[config.mk]
export PLATFORM = sky130hd
export DESIGN_NAME = regfile_issue_pipe_flat
export DESIGN_NICKNAME = d
export VERILOG_FILES = /design/src/rtl/regfile_issue_pipe_if.sv /design/src/rtl/regfile_issue_pipe.sv /design/src/flat_wrapper.sv
export SDC_FILE = /design/constraint.sdc
export NUM_CORES = 1
export LEC_CHECK = 0
export ABC_AREA = 1
export CORE_MARGIN = 3
export CORE_UTILIZATION = 46
export DETAILED_ROUTE_END_ITERATION = 10
export GPL_TIMING_DRIVEN = 0
export PLACE_DENSITY = 0.81
export SETUP_SLACK_MARGIN = 0.1
export SYNTH_ARGS = -nofsm -noshare
export SYNTH_HDL_FRONTEND = slang
export SYNTH_SLANG_ARGS = --single-unit
[constraint.sdc]
create_clock -name clk -period 3.95 [get_ports clk]
set_input_delay 0.79 -clock clk [delete_from_list [all_inputs] [get_ports clk]]
set_output_delay 0.79 -clock clk [all_outputs]
set_load 0.005 [all_outputs]
[src/rtl/regfile_issue_pipe_if.sv]
// Purpose: bundles the issue handshake, register-file ports and result port
//          of regfile_issue_pipe.
// Signals:
//   in_valid/in_ready/in_op/in_rd/in_rs1/in_rs2/in_imm : instruction issue
//   rf_raddr1/2, rf_rdata1/2                           : async register reads
//   rf_we/rf_waddr/rf_wdata                            : register write port
//   res_valid/res_ready/res_rd/res_data                : retired result port
//   retired                                            : retired-instruction count
// Modports: slave = the pipe, master = the environment around it.
interface regfile_issue_pipe_if #(
    parameter int unsigned DW   = 8,
    parameter int unsigned AW   = 3,
    parameter int unsigned CNTW = 16
);
    logic            in_valid;
    logic            in_ready;
    logic [2:0]      in_op;
    logic [AW-1:0]   in_rd;
    logic [AW-1:0]   in_rs1;
    logic [AW-1:0]   in_rs2;
    logic [DW-1:0]   in_imm;
    logic [AW-1:0]   rf_raddr1;
    logic [AW-1:0]   rf_raddr2;
    logic [DW-1:0]   rf_rdata1;
    logic [DW-1:0]   rf_rdata2;
    logic            rf_we;
    logic [AW-1:0]   rf_waddr;
    logic [DW-1:0]   rf_wdata;
    logic            res_valid;
    logic            res_ready;
    logic [AW-1:0]   res_rd;
    logic [DW-1:0]   res_data;
    logic [CNTW-1:0] retired;

    modport slave (
        input  in_valid, in_op, in_rd, in_rs1, in_rs2, in_imm,
        input  rf_rdata1, rf_rdata2, res_ready,
        output in_ready, rf_raddr1, rf_raddr2, rf_we, rf_waddr, rf_wdata,
        output res_valid, res_rd, res_data, retired
    );

    modport master (
        output in_valid, in_op, in_rd, in_rs1, in_rs2, in_imm,
        output rf_rdata1, rf_rdata2, res_ready,
        input  in_ready, rf_raddr1, rf_raddr2, rf_we, rf_waddr, rf_wdata,
        input  res_valid, res_rd, res_data, retired
    );
endinterface

[src/rtl/regfile_issue_pipe.sv]
// Purpose: in-order two-stage EX/WB ALU pipe in front of an 8x8 2R/1W register
//          file, with EX->issue and WB->issue operand forwarding and a
//          backpressured result port that doubles as the register write port.
// Ports:
//   clk  : clock, rising edge
//   rst  : synchronous, active-high reset
//   pipe : regfile_issue_pipe_if.slave (issue, register file, result, counter)
module regfile_issue_pipe #(
    parameter int unsigned DW   = 8,
    parameter int unsigned AW   = 3,
    parameter int unsigned CNTW = 16
) (
    input  logic                 clk,
    input  logic                 rst,
    regfile_issue_pipe_if.slave  pipe
);

    localparam logic [2:0] OP_ADD  = 3'b000;
    localparam logic [2:0] OP_SUB  = 3'b001;
    localparam logic [2:0] OP_AND  = 3'b010;
    localparam logic [2:0] OP_OR   = 3'b011;
    localparam logic [2:0] OP_XOR  = 3'b100;
    localparam logic [2:0] OP_ADDI = 3'b101;
    localparam logic [2:0] OP_LI   = 3'b110;
    localparam logic [2:0] OP_SHL  = 3'b111;

    logic            r_ex_valid;
    logic [2:0]      r_ex_op;
    logic [AW-1:0]   r_ex_rd;
    logic [DW-1:0]   r_ex_a;
    logic [DW-1:0]   r_ex_b;
    logic [DW-1:0]   r_ex_imm;
    logic            r_wb_valid;
    logic [AW-1:0]   r_wb_rd;
    logic [DW-1:0]   r_wb_data;
    logic [CNTW-1:0] r_retired;

    logic            w_wb_en;
    logic            w_fire;
    logic            w_rf_we;
    logic [DW-1:0]   w_ex_result;
    logic [DW-1:0]   w_fwd_a;
    logic [DW-1:0]   w_fwd_b;

    // WB may be overwritten when empty or being drained this cycle
    assign w_wb_en = !r_wb_valid || pipe.res_ready;
    assign w_fire  = pipe.in_valid && w_wb_en;
    assign w_rf_we = r_wb_valid && pipe.res_ready;

    assign pipe.in_ready  = w_wb_en;
    assign pipe.rf_raddr1 = pipe.in_rs1;
    assign pipe.rf_raddr2 = pipe.in_rs2;
    assign pipe.rf_we     = w_rf_we;
    assign pipe.rf_waddr  = r_wb_rd;
    assign pipe.rf_wdata  = r_wb_data;
    assign pipe.res_valid = r_wb_valid;
    assign pipe.res_rd    = r_wb_rd;
    assign pipe.res_data  = r_wb_data;
    assign pipe.retired   = r_retired;

    // ALU on the EX stage contents
    always_comb begin
        w_ex_result = '0;
        case (r_ex_op)
            OP_ADD:  w_ex_result = r_ex_a + r_ex_b;
            OP_SUB:  w_ex_result = r_ex_a - r_ex_b;
            OP_AND:  w_ex_result = r_ex_a & r_ex_b;
            OP_OR:   w_ex_result = r_ex_a | r_ex_b;
            OP_XOR:  w_ex_result = r_ex_a ^ r_ex_b;
            OP_ADDI: w_ex_result = r_ex_a + r_ex_imm;
            OP_LI:   w_ex_result = r_ex_imm;
            OP_SHL:  w_ex_result = r_ex_a << r_ex_b[2:0];
            default: w_ex_result = '0;
        endcase
    end

    // Operand select: youngest in-flight producer wins over the register file
    always_comb begin
        w_fwd_a = pipe.rf_rdata1;
        if (r_ex_valid && (r_ex_rd == pipe.in_rs1)) begin
            w_fwd_a = w_ex_result;
        end else if (r_wb_valid && (r_wb_rd == pipe.in_rs1)) begin
            w_fwd_a = r_wb_data;
        end
    end

    always_comb begin
        w_fwd_b = pipe.rf_rdata2;
        if (r_ex_valid && (r_ex_rd == pipe.in_rs2)) begin
            w_fwd_b = w_ex_result;
        end else if (r_wb_valid && (r_wb_rd == pipe.in_rs2)) begin
            w_fwd_b = r_wb_data;
        end
    end

    // Pipeline registers and retire counter
    always_ff @(posedge clk) begin
        if (rst) begin
            r_ex_valid <= 1'b0;
            r_ex_op    <= '0;
            r_ex_rd    <= '0;
            r_ex_a     <= '0;
            r_ex_b     <= '0;
            r_ex_imm   <= '0;
            r_wb_valid <= 1'b0;
            r_wb_rd    <= '0;
            r_wb_data  <= '0;
            r_retired  <= '0;
        end else begin
            if (w_fire) begin
                r_ex_valid <= 1'b1;
                r_ex_op    <= pipe.in_op;
                r_ex_rd    <= pipe.in_rd;
                r_ex_a     <= w_fwd_a;
                r_ex_b     <= w_fwd_b;
                r_ex_imm   <= pipe.in_imm;
            end else if (w_wb_en) begin
                r_ex_valid <= 1'b0;
            end
            if (w_wb_en) begin
                r_wb_valid <= r_ex_valid;
                r_wb_rd    <= r_ex_rd;
                r_wb_data  <= w_ex_result;
            end
            if (w_rf_we) begin
                r_retired <= r_retired + CNTW'(1);
            end
        end
    end

endmodule

[src/flat_wrapper.sv]
// flat-port wrapper written by rule: the top's interface ports become plain ports
module regfile_issue_pipe_flat 
#(
    parameter int unsigned DW   = 8,
    parameter int unsigned AW   = 3,
    parameter int unsigned CNTW = 16
)
  (clk, rst, pipe_in_valid, pipe_in_op, pipe_in_rd, pipe_in_rs1, pipe_in_rs2, pipe_in_imm, pipe_rf_rdata1, pipe_rf_rdata2, pipe_res_ready, pipe_in_ready, pipe_rf_raddr1, pipe_rf_raddr2, pipe_rf_we, pipe_rf_waddr, pipe_rf_wdata, pipe_res_valid, pipe_res_rd, pipe_res_data, pipe_retired);
  regfile_issue_pipe_if #(.DW(DW), .AW(AW), .CNTW(CNTW)) pipe_i ();
  input  logic clk;
  input  logic rst;
  input wire logic [$bits(pipe_i.in_valid)-1:0] pipe_in_valid;
  input wire logic [$bits(pipe_i.in_op)-1:0] pipe_in_op;
  input wire logic [$bits(pipe_i.in_rd)-1:0] pipe_in_rd;
  input wire logic [$bits(pipe_i.in_rs1)-1:0] pipe_in_rs1;
  input wire logic [$bits(pipe_i.in_rs2)-1:0] pipe_in_rs2;
  input wire logic [$bits(pipe_i.in_imm)-1:0] pipe_in_imm;
  input wire logic [$bits(pipe_i.rf_rdata1)-1:0] pipe_rf_rdata1;
  input wire logic [$bits(pipe_i.rf_rdata2)-1:0] pipe_rf_rdata2;
  input wire logic [$bits(pipe_i.res_ready)-1:0] pipe_res_ready;
  output wire logic [$bits(pipe_i.in_ready)-1:0] pipe_in_ready;
  output wire logic [$bits(pipe_i.rf_raddr1)-1:0] pipe_rf_raddr1;
  output wire logic [$bits(pipe_i.rf_raddr2)-1:0] pipe_rf_raddr2;
  output wire logic [$bits(pipe_i.rf_we)-1:0] pipe_rf_we;
  output wire logic [$bits(pipe_i.rf_waddr)-1:0] pipe_rf_waddr;
  output wire logic [$bits(pipe_i.rf_wdata)-1:0] pipe_rf_wdata;
  output wire logic [$bits(pipe_i.res_valid)-1:0] pipe_res_valid;
  output wire logic [$bits(pipe_i.res_rd)-1:0] pipe_res_rd;
  output wire logic [$bits(pipe_i.res_data)-1:0] pipe_res_data;
  output wire logic [$bits(pipe_i.retired)-1:0] pipe_retired;
  assign pipe_i.in_valid = pipe_in_valid;
  assign pipe_i.in_op = pipe_in_op;
  assign pipe_i.in_rd = pipe_in_rd;
  assign pipe_i.in_rs1 = pipe_in_rs1;
  assign pipe_i.in_rs2 = pipe_in_rs2;
  assign pipe_i.in_imm = pipe_in_imm;
  assign pipe_i.rf_rdata1 = pipe_rf_rdata1;
  assign pipe_i.rf_rdata2 = pipe_rf_rdata2;
  assign pipe_i.res_ready = pipe_res_ready;
  assign pipe_in_ready = pipe_i.in_ready;
  assign pipe_rf_raddr1 = pipe_i.rf_raddr1;
  assign pipe_rf_raddr2 = pipe_i.rf_raddr2;
  assign pipe_rf_we = pipe_i.rf_we;
  assign pipe_rf_waddr = pipe_i.rf_waddr;
  assign pipe_rf_wdata = pipe_i.rf_wdata;
  assign pipe_res_valid = pipe_i.res_valid;
  assign pipe_res_rd = pipe_i.res_rd;
  assign pipe_res_data = pipe_i.res_data;
  assign pipe_retired = pipe_i.retired;
  regfile_issue_pipe #(.DW(DW), .AW(AW), .CNTW(CNTW)) u_core (.clk(clk), .rst(rst), .pipe(pipe_i));
endmodule
==> results.yml <==
worst_setup_path:
  rr_endpoint: "u_core.r_ex_b[4]"
  critical_path.top_delay_family: "buffers and inverters"
  worst-path-buf-inv: 4
  end_kind: "primary output"
  slowest_stage: "clkdlybuf4s50_1"
  timing.rr.start: "u_core.r_ex_op[1]"
  r2r_slack_ns: 0.91
  critical_path_required_ns: 3.16
  worstPathCellList: "clkdlybuf4s50_1 -> nor2_1 -> inv_1 -> clkbuf_1 -> clkdlybuf4s50_1"
  slowest_delay_ns: 0.61
  critPathLaunchType: "input pin"
  crit_type: "in2out"
  cp_common_cell: "clkdlybuf4s50_1"
  crit_fanout: 10
  crit_arrival_ns: 2.51
  r2r_cells: 15
timing:
  setup_viol: 0
  rsz0062_at_grt: "no"
  maxSlewHeadroom: 0.532
  worst_pin_slew_ns: 0.695
  finalHoldViolCount: 0
  post-route-min-period_ns: 3.30
  fin_skew_ns: 0.00741
  fmax_mhz: 303
  report.final.slew_viol_count: 0
  finalCritPeriodShare: 0.836
  setup-tns-final_ns: 0
synth:
  netlist_top_cells_area: "dfxtp_1 28%, nand2_1 11%, ha_1 7.8%"
  ys_async_sr_fraction: 0
  synthesis.area_um2: 4180
  netlist_instances: 614
  synth.avg_cell_area_um2: 6.80
  ys_types: 44
  synth.top_cell.area_share: 0.283
  synth_top_cell_by_area: "dfxtp_1"
  synth-warning-count: 0
  synth_edf_count: 0
  yosys_most_used_dff: "dfxtp_1"
  yosys-top-cells-count: "117 x nand2_1, 76 x inv_1, 59 x dfxtp_1, 57 x a21oi_1, 57 x o21ai_0"
  yosysMostFrequentCell: "nand2_1"
  synth_nets: 681
  ys_seq_area_frac: 0.283
  synth-seq-cells: 59
detailed_routing:
  via_per_inst: 5.39
  wl_um: 12700
  vias: 4445
  drt_iter0_markers: 182
  wl_per_cell_um: 15.4
  drc_errors: 0
  firstDrtPassIters: 5
  ant_nets: 0
power_and_ir_drop:
  switching_share: 0.291
  vdd_drop_max_mv: 0.243
  cellPowerDensity_nw_per_um2: 345
  p_switching_uw: 545
  power_frac_comb: 0.254
  power_frac_seq: 0.365
  power_uw: 1870
  p_clk_frac: 0.381
  p_leak_uw: 0.00235
  power.internal_uw: 1330
clocking:
  cts_resized: 0
  cts_tree: "built"
  clk_pin_slew_worst_paths_ns: 0.07
  cts_sinks: 59
  cts_root_buffer: "clkbuf_8"
  postCtsSetupBuffers: 0
  clock_path_buffers: 2
  htree_levels: 3
  cts_hold_buf: 0
  clk_latency_ns: 0.34
  numCtsBuffers: 9
floorplan:
  start_util: 0.476
  coreArea_um2: 8760
  die_height_um: 101
  placementRows: 34
  io_pins: 87
  die_w_um: 101
  die-area_um2: 10300
global_route:
  antenna_found_initial: 0
  grt_pass1_wl_um: 20800
  grt_overflow_total: 0
  grt_max_degree: 11
  grtUsageTotal: 0.255
  grt_pass1_vias: 4531
worst_hold_path:
  hold_class: "reg2reg"
  worstHoldStart: "u_core.r_ex_valid"
  whs_endpoint: "u_core.r_ex_valid"
  worst_hold_path.num_cells: 2
placed_design:
  gp_congestion: 0.999
  place_inst: 808
  port_buffers: 86
  post-dp-hpwl_um: 9900
layout:
  drive_above_1_share: 0.108
  stdcell_count: 824
  syn_to_final_growth_pct: 30.1
  num_antenna_cells: 0
  final_nets: 778
job:
  drv_cap: 0
run_status:
  status: "finished clean"
[sequential cells by signal (all words and copies together) (netlist names)]
signal                 cells
u_core.pipe.res_valid      1
u_core.r_ex_b              8
u_core.pipe.retired       16
u_core.r_ex_rd             3
u_core.r_ex_op             3
u_core.r_ex_imm            8
u_core.r_ex_valid          1
u_core.pipe.res_rd         3
u_core.pipe.res_data       8
u_core.r_ex_a              8
[worst max-delay path by stage]
stage	start	slack, ns	endpoint	cells after the start
global route	pipe_res_ready	0.50	pipe_in_ready	5
floorplan	u_core.r_ex_op[1]	1.41	u_core.r_ex_b[4]	15
CTS	pipe_res_ready	0.65	pipe_in_ready	5
global placement	pipe_res_ready	0.67	pipe_in_ready	5
detailed placement	pipe_res_ready	0.67	pipe_in_ready	5
finish	pipe_res_ready	0.65	pipe_in_ready	5
[metal layers]
layer | GRT usage | part of all wire
met1 | 0.299 | 0.41
met2 | 0.433 | 0.48
met3 | 0.0764 | 0.084
met4 | 0.109 | 0.025
met5 | 0 | 0
[placed cells by master (no fill, tap or decap), types with 2 or more instances in the layout]
master / n
a31oi_1: 3
or2_2: 2
o221ai_1: 2
inv_2: 5
clkbuf_8: 12
a21oi_1: 57
o211ai_1: 8
buf_2: 6
clkdlybuf4s50_1: 86
a211oi_1: 2
nor3b_1: 2
nand2_2: 7
nor3_2: 3
nand3_2: 7
buf_1: 2
nor2_2: 3
o21ai_0: 57
xor2_1: 10
bufinv_16: 3
dfxtp_1: 59
nor3_1: 6
nand2_1: 117
o21ai_1: 2
nand4_1: 4
o2111ai_1: 2
o22ai_1: 11
nor2_1: 45
ha_1: 26
clkbuf_1: 10
a21oi_2: 3
xnor2_1: 6
nand3_1: 35
nor2_4: 2
mux2i_1: 4
inv_1: 76
buf_4: 19
[power groups by stage]
stage	clock network [uW]	registers, uW	logic [uW]
global route	744	690	528
detailed placement	0	695	466
CTS	718	683	471
floorplan	0	681	285
finish	713	684	475
global placement	0	694	456
[logic make-up after synthesis]
family                   count (synthesis)  synth area share
multiplexers                             4           0.00959
AO/OA/AOI/OAI                          151             0.202
flip-flops                              59             0.283
buffers and inverters                  120             0.127
adder cells (fa/ha/maj)                 27            0.0827
XOR/XNOR                                16            0.0336
AND/OR/NAND/NOR                        237             0.263
[layout make-up]
type                       instances  area, um2
buffer                            38        223
fill                             792       3330
clock inverter                     4       95.1
sequential                        59       1180
timing repair buffer              86        861
inverter                          82        308
multi-input combinational        435       2460
clock buffer                      12        165
tap                              108        135
[worst register-to-register path, cell delays in order, from the launching register on]
cell     delay (ns)
dfxtp_1        0.30
buf_2          0.18
nor2_8         0.19
nand2_2        0.17
nand2_1        0.10
o21ai_0        0.09
ha_1           0.24
fa_1           0.42
nand3_1        0.10
nand3_1        0.08
or2_2          0.27
and3_1         0.17
nor4_2         0.32
nand2_1        0.10
nand3_1        0.10
a21oi_1        0.08
[per-stage QoR]
step	utilization	hold WS (ns)	area, um2	setup WS (ns)
after CTS	0.620	0.473	5430	0.652
after floorplan	-	0.439	4180	1.41
after global placement	0.590	0.453	5170	0.667
after global routing	0.620	0.508	5430	0.503
final	0.620	0.478	5430	0.649
after detailed placement	0.590	0.463	5170	0.669
No activity file was read; power rests on OpenSTA's default activity.
